`config.mk`:
```
export PLATFORM = sky130hd
export DESIGN_NAME = cargador_instr
export DESIGN_NICKNAME = d
export VERILOG_FILES = /design/src/rtl/cargador_pkg.sv /design/src/rtl/empaquetador_instr.sv /design/src/rtl/cargador_instr.sv
export SDC_FILE = /design/constraint.sdc
export NUM_CORES = 1
export LEC_CHECK = 0
export BUFFER_PORTS_ARGS = -buffer_cell sky130_fd_sc_hd__buf_2
export CAP_MARGIN = 20
export CORE_MARGIN = 8
export CORE_UTILIZATION = 35
export DETAILED_ROUTE_END_ITERATION = 12
export PLACE_DENSITY = 0.6
export SYNTH_ARGS = -nofsm -noshare
export SYNTH_HDL_FRONTEND = slang
export SYNTH_SLANG_ARGS = --single-unit
```
`constraint.sdc`:
```
create_clock -name clk -period 2 [get_ports clk]
set_input_delay 0.1 -clock clk [delete_from_list [all_inputs] [get_ports clk]]
set_output_delay 0.1 -clock clk [all_outputs]
set_load 0.02 [all_outputs]
```
`src/rtl/cargador_pkg.sv`:
```
// Shared types for the instruction loader: field-bundle type codes,
// FSM states and the signed 12-bit immediate range.
package cargador_pkg;

  typedef enum logic [1:0] {
    TIPO_R      = 2'b00,
    TIPO_I      = 2'b01,
    TIPO_S      = 2'b10,
    TIPO_ILEGAL = 2'b11
  } tipo_e;

  typedef enum logic [1:0] {
    IDLE = 2'b00,
    RUN  = 2'b01,
    DONE = 2'b10
  } estado_e;

  localparam int IMM_MIN = -2048;
  localparam int IMM_MAX = 2047;

endpackage

```
`src/rtl/empaquetador_instr.sv`:
```
// Combinational RV32I R/I/S field packer plus immediate range flag.
// Range flag is only live when IMM_CHECK_EN is defined.
module empaquetador_instr
  import cargador_pkg::*;
(
  input  logic [1:0]  tipo,
  input  logic [6:0]  opcode,
  input  logic [2:0]  funct3,
  input  logic [6:0]  funct7,
  input  logic [4:0]  rd,
  input  logic [4:0]  rs1,
  input  logic [4:0]  rs2,
  input  logic [31:0] imm,
  output logic [31:0] word,
  output logic        fuera
);

  always_comb begin
    word = '0;
    unique case (tipo)
      TIPO_R:
        word = {funct7, rs2, rs1, funct3, rd, opcode};
      TIPO_I:
        word = {imm[11:0], rs1, funct3, rd, opcode};
      TIPO_S:
        word = {imm[11:5], rs2, rs1, funct3,
                imm[4:0], opcode};
      TIPO_ILEGAL:
        word = '0;
    endcase
  end

`ifdef IMM_CHECK_EN
  logic es_is;
  assign es_is = (tipo == TIPO_I) || (tipo == TIPO_S);
  assign fuera = es_is &&
                 (($signed(imm) < IMM_MIN) ||
                  ($signed(imm) > IMM_MAX));
`else
  // Upper immediate bits are simply dropped in this build.
  logic unused_imm_hi;
  assign unused_imm_hi = ^imm[31:12];
  assign fuera = 1'b0;
`endif

endmodule

```
`src/rtl/cargador_instr.sv`:
```
// Instruction loader: packs field bundles into RV32I words and writes
// them to consecutive addresses. Optional IMM_CHECK_EN range check.
module cargador_instr
  import cargador_pkg::*;
#(
  parameter int ADDR_W    = 8,
  parameter int DEPTH     = 256,
  parameter int BASE_ADDR = 0
) (
  input  logic              clk,
  input  logic              rst_n,
  input  logic              start,
  input  logic              stop,
  input  logic              in_valid,
  output logic              in_ready,
  input  logic [1:0]        in_tipo,
  input  logic [6:0]        in_opcode,
  input  logic [2:0]        in_funct3,
  input  logic [6:0]        in_funct7,
  input  logic [4:0]        in_rd,
  input  logic [4:0]        in_rs1,
  input  logic [4:0]        in_rs2,
  input  logic [31:0]       in_imm,
  output logic              mem_we,
  output logic [ADDR_W-1:0] mem_addr,
  output logic [31:0]       mem_wdata,
  output logic [ADDR_W:0]   count,
  output logic              busy,
  output logic              done,
  output logic              err_tipo,
  output logic              err_imm
);

  localparam logic [ADDR_W:0] DEPTH_C =
    (ADDR_W+1)'(DEPTH);
  localparam logic [ADDR_W-1:0] BASE_C =
    ADDR_W'(BASE_ADDR);

  estado_e         state, state_nx;
  logic [ADDR_W:0] accepted;
  logic            stop_seen;
  logic            full;
  logic            acc;
  logic            legal;
  logic [31:0]     word;
  logic            fuera;

  empaquetador_instr u_pack (
    .tipo   (in_tipo),
    .opcode (in_opcode),
    .funct3 (in_funct3),
    .funct7 (in_funct7),
    .rd     (in_rd),
    .rs1    (in_rs1),
    .rs2    (in_rs2),
    .imm    (in_imm),
    .word   (word),
    .fuera  (fuera)
  );

  assign full     = (accepted == DEPTH_C);
  assign in_ready = (state == RUN) && !full && !stop_seen;
  assign acc      = in_valid && in_ready;
  assign legal    = (in_tipo != TIPO_ILEGAL);
  assign mem_addr = BASE_C + count[ADDR_W-1:0];
  assign busy     = (state == RUN);
  assign done     = (state == DONE);

  // The write launched last cycle completes at this edge, so the
  // session may close as soon as nothing more can be accepted.
  always_comb begin
    state_nx = state;
    if (start) begin
      state_nx = RUN;
    end else begin
      unique case (state)
        RUN:     if (stop_seen || full) state_nx = DONE;
        default: state_nx = state;
      endcase
    end
  end

  always_ff @(posedge clk or negedge rst_n) begin
    if (!rst_n) begin
      state     <= IDLE;
      accepted  <= '0;
      count     <= '0;
      stop_seen <= 1'b0;
      mem_we    <= 1'b0;
      mem_wdata <= '0;
      err_tipo  <= 1'b0;
      err_imm   <= 1'b0;
    end else begin
      state    <= state_nx;
      mem_we   <= 1'b0;
      err_tipo <= 1'b0;
      err_imm  <= 1'b0;
      if (start) begin
        accepted  <= '0;
        count     <= '0;
        stop_seen <= 1'b0;
      end else begin
        if (mem_we) count <= count + 1'b1;
        if (stop && state == RUN) stop_seen <= 1'b1;
        if (acc) begin
          accepted  <= accepted + 1'b1;
          mem_we    <= legal && !fuera;
          mem_wdata <= word;
          err_tipo  <= !legal;
          err_imm   <= fuera;
        end
      end
    end
  end

endmodule

```
==> flow_results.org, run 1 <==
** Status
- Status :: completed

** Synthesis
- After synthesis, the most frequently instantiated cells are sky130_fd_sc_hd__dfrtp_1, sky130_fd_sc_hd__mux2i_1, sky130_fd_sc_hd__inv_1.
- Of all flip-flops after synthesis, the portion carrying an async set or reset was 100%.
- The synthesized netlist occupies a cell area of between 2000 and 3000 um^2.
- The cell count after synthesis came out at between 200 and 300.
- The number of nets handed over by synthesis was roughly 360.
- Yosys printed 0 warnings.
- The share of synthesized area in the top cell type comes to around 48%.
- Most area-consuming cells after synthesis :: sky130_fd_sc_hd__dfrtp_1, sky130_fd_sc_hd__mux2i_1, sky130_fd_sc_hd__inv_1
- Number of unique standard cell types used by synthesis :: 38
- Cell with the most instances after synthesis :: sky130_fd_sc_hd__dfrtp_1
- The most used flip-flop cell after synthesis is sky130_fd_sc_hd__dfrtp_1.
- Sequential fraction of the synthesis area :: around 48%
- In this run the mean area of a mapped cell was 10.2 um^2.
- Synthesis inferred between 50 and 60 register bits.
- The synthesized design contains 0 enable-type register cells.
- The biggest area contributor in the post-synthesis netlist is sky130_fd_sc_hd__dfrtp_1.

** Finish
- Fraction of final layout cells sized beyond drive strength 1 :: 34.6%
- For this run, the share of the core covered by cells in the final layout is between 40% and 50%.
- ANT cells :: 0
- Final instance count without filler cells :: about 490
- In the final design database the tool counted 455 nets.
- Compared with the post-synthesis result, the final layout area differs by 26.6%.

** Critical path
- Register-to-register path setup slack :: 170 ps
- The worst setup path is of the reg2out kind.
- Worst reg2reg path depth :: 7
- Start point of the critical path :: accepted[1]$_DFFE_PN0P_
- The worst setup path is launched from a register.
- Nature of the critical path endpoint :: primary output
- Critical-path maximum fanout :: 6
- Worst EP arrival :: about 1800 ps
- For the worst setup path, the data required time is between 1500 and 2000 ps.
- R2R Path Start :: accepted[1]$_DFFE_PN0P_

** Global routing
- The total overflow left after global routing is 0.
- Number of global-route vias before repair :: 2352
- Antenna violations before repair :: 0
- Total routing usage reported by global routing :: approximately an eighth
- The first global-routing pass estimated roughly 12000 um of wire.
- Pin count of the biggest net entering global routing :: 32

** Timing
- In this run the tightest slew margin relative to its limit is roughly 52%.
- Fin. max-slew vios :: 0
- Finish-stage setup viols :: 0
- Final cycle utilization of the critical path :: 93.3%
- Time the worst path needs with I/O delays and setup :: ~1900 ps
- Post-route worst setup slack :: 135 ps
- Summed over all failing endpoints, the final setup total negative slack is 0 ps.
- The hold violation total from the final report came to 0.
- Maximum frequency from static timing analysis :: between 500 and 600 MHz
- Actual transition at the worst max-transition pin :: 716 ps
- Setup repair after global routing missed its margin :: no
- Across the routed clock network, the largest skew measured is 7.90 ps.
- Worst hold margin :: approximately 23 ps

** Place
- HPWL after detailed placement :: roughly 5400 um
- Once placement completed, the tool counted placed cells totaling approximately 480.
- Input and output buffers added on the ports amount to about 100.
- Worst slack at placement :: roughly 150 ps
- GP Congestion :: 0.712

** Clocking
- Clock latency on the worst-skew pair :: between 300 and 400 ps
- TritonCTS built the clock tree.
- Sink count of the clock tree :: between 50 and 60
- CTS Root Buffer Type :: sky130_fd_sc_hd__clkbuf_8
- Clock slew at reported path FFs :: approximately 100 ps
- Total clock buffers created by CTS :: 5
- The clock passes through at most 2 buffers.
- Number of H-tree levels :: 2

** Power
- Total power per unit cell area :: between 900 and 1000 nW/um^2
- In this run the static leakage power is ~1.8 nW.
- The worst-case IR drop observed on VDD is approximately 0.00031 V.

** Die
- For this configuration, the core starts out at a cell density of a little over a third.
- In this run the horizontal extent of the chip is 107 um.
- The floorplan step defined a core boundary enclosing ~8000 um^2.
- The die covers about 11000 um^2.
- Cell Rows :: 33
- Die height :: about 110 um
- During I/O placement, the number of pins put on the boundary was around 130.

** Route
- Wires add up to around 7100 um.
- Number of remaining DRC errors :: 0
- Number of violations reported at the end of detailed-routing iteration 0 :: between 50 and 60
- Routed len/inst :: between 10 and 15 um
- Routed vias :: approximately 2300
- Number of iterations in the first detailed-routing pass :: 5
- Average vias per placed instance :: approximately 4.7
- Remaining antenna violation count :: 0

** Min path
- The startpoint identified for the worst hold timing path is in_opcode[5].
- The worst hold path passes through 3 cells.
- Min-delay worst type :: in2reg

** Flow run
- Number of maximum-capacitance constraint violations :: 0
state kept, by name (all words and copies together), names as in the netlist:
| name | flops |
|---|---|
| err_tipo | 1 |
| mem_we | 1 |
| mem_wdata | 32 |
| state | 2 |
| accepted | 9 |
| stop_seen | 1 |
| count | 9 |
placed cells by master (no fill, tap or decap), types with 2 or more instances in the layout:
cell type                   synthesis  layout
sky130_fd_sc_hd__clkbuf_8           0       6
sky130_fd_sc_hd__o31ai_1            2       2
sky130_fd_sc_hd__nand4_1            5       5
sky130_fd_sc_hd__mux2i_1           34      34
sky130_fd_sc_hd__or3_1              6       6
sky130_fd_sc_hd__inv_1             32      32
sky130_fd_sc_hd__buf_12             0       3
sky130_fd_sc_hd__a211oi_1           2       2
sky130_fd_sc_hd__xor2_1             4       4
sky130_fd_sc_hd__buf_2              3     104
sky130_fd_sc_hd__o2bb2ai_1          6       6
sky130_fd_sc_hd__ha_1               3       3
sky130_fd_sc_hd__mux2_4             2       2
sky130_fd_sc_hd__o21ai_0            6       6
sky130_fd_sc_hd__nand2_1           20      20
sky130_fd_sc_hd__buf_4             11       7
sky130_fd_sc_hd__mux2_2             5       5
sky130_fd_sc_hd__or4_1              2       2
sky130_fd_sc_hd__a21oi_1           21      21
sky130_fd_sc_hd__nand3_1            5       5
sky130_fd_sc_hd__mux2_1             3       3
sky130_fd_sc_hd__nand2b_1           2       2
sky130_fd_sc_hd__nor2b_1           17      17
sky130_fd_sc_hd__nor2_1            14      14
sky130_fd_sc_hd__dfrtp_1           55      55
sky130_fd_sc_hd__nor3_1             2       2
routing by layer:
metal | part of all wire (%) | wire, um | GRT usage, % | vias up
met2 | 46 | 3270 | 20.2 | 74
met3 | 6.8 | 484 | 3.99 | 7
met5 | 0 | 0 | 0 | -
met1 | 46 | 3260 | 16.0 | 1051
li1 | - | - | - | 1134
met4 | 0.89 | 63 | 3.32 | 0
power breakdown:
| group | total [mW] | switching (mW) | internal, mW |
|---|---|---|---|
| Sequential | 1.47 | 0.131 | 1.34 |
| Combinational | 1.07 | 0.656 | 0.413 |
| Clock | 0.782 | 0.370 | 0.412 |
cell families (layout without fill, tap and decap cells):
logic type      Yosys count  after routing  synth area share [%]
fa+ha+maj                 3              3                  1.31
xor+xnor                  5              5                  1.53
compound gates           41             41                  9.17
mux                      44             44                  16.1
simple gates             78             78                  14.9
buf+inv                  54            155                  8.90
flops                    55             55                  48.0
other cells               1              1                 0.131
what timing repair did:
item / CTS / global route
gates resized for setup: 0 / 0
hold buffers: 1 / 0
setup buffers: 0 / 0
hold endpoints to repair: 24 / 0
metrics by stage:
| stage | area [um^2] | total power, mW |
|---|---|---|
| floorplan | 2870 | 2.14 |
| global placement | 3500 | 2.56 |
| detailed placement | 3500 | 2.59 |
| CTS | 3630 | 3.40 |
| global route | 3630 | 3.53 |
| finish | 3630 | 3.33 |
final timing paths:
check	to
worst max register to register	mem_wdata[7]$_DFFE_PN0P_
max in group asynchronous	mem_wdata[6]$_DFFE_PN0P_
worst max-delay path	in_ready
min in group asynchronous	count[2]$_DFFE_PN0P_
worst min-delay path	mem_wdata[5]$_DFFE_PN0P_
worst min register to register	mem_wdata[31]$_DFFE_PN0P_
worst max-delay path, cell delays in order, from the launching register on:
cell                        delay [ps]
sky130_fd_sc_hd__dfrtp_1           420
sky130_fd_sc_hd__inv_1              60
sky130_fd_sc_hd__ha_1              180
sky130_fd_sc_hd__and4bb_4          230
sky130_fd_sc_hd__a2111oi_1         340
sky130_fd_sc_hd__buf_2             240
area by class of cell:
class / instances / area [um^2]
fillers: 840 / 4460
clock inverters: 2 / 38.8
inverters: 32 / 120
multi-input cells: 172 / 1240
flip-flops and latches: 55 / 1380
repair buffers: 115 / 643
clock buffers: 6 / 82.6
well taps: 105 / 131
Power figures use the tool's default switching activity.
==> run 2, diff against run 1 <==
--- a/config.mk
+++ b/config.mk
@@ -10,7 +10,7 @@
 export CORE_MARGIN = 8
 export CORE_UTILIZATION = 35
 export DETAILED_ROUTE_END_ITERATION = 12
-export PLACE_DENSITY = 0.6
+export PLACE_DENSITY = 0.73
 export SYNTH_ARGS = -nofsm -noshare
 export SYNTH_HDL_FRONTEND = slang
 export SYNTH_SLANG_ARGS = --single-unit
==> run 2 against run 1 <==
- largest cell class unchanged
- clock power shrank 14%
- first-iteration DRC count grew 29%
- non-clock buffer count shrank 4
- global-route usage shrank 0.34 points
- worst hold slack lost 2.0 ps
- cell area shrank 1.6%
- wire length shrank 3.6%
- clock-buffer cell count is the same
- sequential cell count is the same
- sequential share of layout area grew 0.61 points
==> flow_results.org, run 2 (synthesized netlist as in run 1, its figures left out) <==
** Finish
- Most common library cell in the layout ignoring fill and taps :: sky130_fd_sc_hd__buf_2
- Top reg by flops :: mem_wdata
- Registers with the highest flip-flop counts :: mem_wdata: 32 flops, accepted: 9 flops, count: 9 flops
- ANT cells :: 0 (unchanged)
- The final cell count without fillers was 483 (-0.82%).
- The top cell types in the final layout, fill and taps aside, are sky130_fd_sc_hd__buf_2, sky130_fd_sc_hd__dfrtp_1, sky130_fd_sc_hd__mux2i_1.
- From synthesis to final layout, the design area changed by 24.6%.
- Layout Nets :: 451 (-0.88%)
- The proportion of layout cells with a drive suffix above 1 is 34.1% (-0.43 points).
- Largest register FFs :: 32 (unchanged)

** Clocking
- The buffer count from post-CTS setup fixing was 0 (unchanged).
- The post-CTS clock slew at the launch and capture registers of the worst setup and hold paths was 110 ps (about the same).
- Sink count of the clock tree :: 55 (unchanged)
- CTS Root Buffer Type :: sky130_fd_sc_hd__clkbuf_8
- CTS tree :: built
- Max Buffers Root-to-Sink :: 2 (unchanged)
- Clock latency on the worst-skew pair :: 310 ps (about the same)
- The H-tree depth came to 2 (unchanged).
- Total clock buffers created by CTS :: 5 (unchanged)

** Place
- Number of input and output port buffers inserted :: 104 (unchanged)
- GP Congestion :: 0.718 (+0.74%)
- Worst slack at placement :: 132 ps (-21.7 ps)
- The placed cell count came to 474 (-0.84%).
- HPWL after detailed placement :: 5260 um (-1.7%)

** Route
- Number of iterations in the first detailed-routing pass :: 4 (-1)
- The via density per instance is 4.78 (+2.7%).
- The violation count after the first detailed-route iteration is 67 (+29%).
- The count of vias placed by the detailed router is 2307 (+1.8%).
- The DRC violation count after routing was 0 (unchanged).
- The number of routed nets with antenna violations was 0 (unchanged).
- Final Routed Wirelength :: 6820 um (-3.6%)
- The routed wire length per instance was 14.1 um (-2.8%).

** Min path
- The worst hold path cell count came to 3 (unchanged).
- Min-delay worst type :: in2reg

** Critical path
- Kind of critical path :: reg2reg
- The worst path arrival time was 2080 ps (+310 ps).
- STA classifies the critical path startpoint as a register.
- Worst reg2reg path depth :: 6 (-1)
- Critical path required time :: 2240 ps (+340 ps)
- Critical-path maximum fanout :: 19 (+13)
- STA classifies the critical path endpoint as a register.

** Die
- The number of ports placed on the die boundary is 126 (unchanged).
- Die height :: 107 um (unchanged)
- Initial core utilization :: 35.4% (unchanged)
- Die Span X :: 107 um (unchanged)
- Area of the core :: 8090 um^2 (unchanged)
- Floorplan die area :: 11300 um^2 (unchanged)
- The number of standard-cell rows in the floorplan is 33 (unchanged).

** Power
- The sequential cell fraction of total power is 46.0% (+1.7 points).
- Relative contribution of combinational cells to total power :: 33.0% (+0.9 points)
- Total power per unit cell area :: 898 nW/um^2 (-2.0%)
- Power dissipated by switching net loads :: 1.17 mW (+1.0%)
- Cell leakage power :: 1.79 nW (-1.9%)
- Sw Share :: 36.4% (+1.7 points)
- Clock group share of total power :: 21.0% (-2.5 points)
- Highest ir drop seen on vdd :: 0.000317 V (+0.99%)
- Total internal power :: 2.04 mW (-6.0%)
- Power Total :: 3.21 mW (-3.6%)

** Timing
- Time the worst path needs with I/O delays and setup :: 1840 ps (-27.2 ps)
- Maximum frequency from static timing analysis :: 544 MHz (+1.5%)
- The total count of max-transition violations in the final report was 0 (unchanged).
- The worst relative slew slack is 50.6% (-1.6 points).
- The worst-case setup margin in the final layout came to 162 ps (+27.2 ps).
- Number of endpoints with negative hold slack in the final report :: 0 (unchanged)
- Actual transition at the worst max-transition pin :: 740 ps (+23.8 ps)
- The total negative slack is 0 ps (unchanged).
- Worst clock skew :: 12.1 ps (+4.18 ps)
- The number of setup violations in the final report is 0 (unchanged).
- Setup repair after global routing left no endpoint under its margin.
- The post-route fraction of the period consumed by the critical path is 91.9% (-1.4 points).

** Global routing
- Number of global-route vias before repair :: 2475 (+5.2%)
- The remaining global-route overflow was 0 (unchanged).
- Pin count of the biggest net entering global routing :: 46 (+44%)
- The wire length of the first global-routing pass was 11700 um (-0.53%).
- The global router's overall resource usage was 12.2% (-0.34 points).
- The number of antenna violations at the first check in global routing was 0 (unchanged).

** Status
- The run finished with clean final reports.

** Flow run
- The count of maximum capacitance violations was 0 (unchanged).
-- run 2: cell count changes in the layout (fill, tap and decap cells not counted), sizes merged --
cell / before / now
clkinvlp: 0 / 1
buf: 114 / 110
bufinv: 1 / 0
-- run 2: through the flow --
| step | hold WS, ps | util (%) | area [um^2] |
|---|---|---|---|
| 2_1_floorplan | -196 | - | 2870 |
| 6_report | 20.8 | 44.1 | 3570 |
| 5_1_grt | 9.03 | 44.1 | 3570 |
| 3_3_place_gp | -8.78 | 42.7 | 3450 |
| 4_1_cts | 8.22 | 44.1 | 3570 |
| 3_5_place_dp | -5.35 | 42.7 | 3450 |
-- run 2: critical path, stage by stage, from the launching register on --
cell                       delay [ps]
sky130_fd_sc_hd__dfrtp_1          420
sky130_fd_sc_hd__inv_1             60
sky130_fd_sc_hd__ha_1             170
sky130_fd_sc_hd__and4bb_4         230
sky130_fd_sc_hd__a211oi_4         280
sky130_fd_sc_hd__buf_4            360
sky130_fd_sc_hd__mux2i_1          230
-- run 2: metal layers --
metal  up-vias  part of all wire, %  global-route usage [%]
li1       1134                    -                       -
met1      1102                   43                    14.2
met2        67                   49                    21.4
met3         4                  6.8                    4.05
met4         0                 0.59                    2.71
met5         -                    0                       0
-- run 2: path summary, 6_finish.rpt --
path	from	slack, ps	to
setup / recovery	accepted[1]$_DFFE_PN0P_	160	mem_wdata[23]$_DFFE_PN0P_
hold / removal	in_rs1[4]	20	mem_wdata[19]$_DFFE_PN0P_
setup reg to reg	accepted[1]$_DFFE_PN0P_	160	mem_wdata[23]$_DFFE_PN0P_
hold reg to reg	mem_wdata[25]$_DFFE_PN0P_	510	mem_wdata[25]$_DFFE_PN0P_
max in group asynchronous	rst_n	1280	mem_wdata[6]$_DFFE_PN0P_
min in group asynchronous	rst_n	190	count[6]$_DFFE_PN0P_
-- run 2: cell type report --
type                       count  area [um^2]
clock buffer                   6         82.6
inverter                      32          120
clock inverter                 2         18.8
fill                         824         4520
sequential                    55         1380
tap                          105          131
timing repair buffer         111          601
multi-input combinational    172         1240
-- run 2: repair_timing --
action,in CTS,in global routing
gates resized for setup,0,1
hold buffers,1,0
setup endpoints to repair,0,1
endpoints found under the hold margin,55,0
-- run 2: power groups by stage --
stage               logic [mW]  clock network [mW]  registers, mW
floorplan                0.370                   0           1.77
global placement          1.05                   0           1.49
detailed placement        1.08                   0           1.49
CTS                       1.08               0.707           1.48
global route              1.15               0.745           1.51
finish                    1.06               0.674           1.48
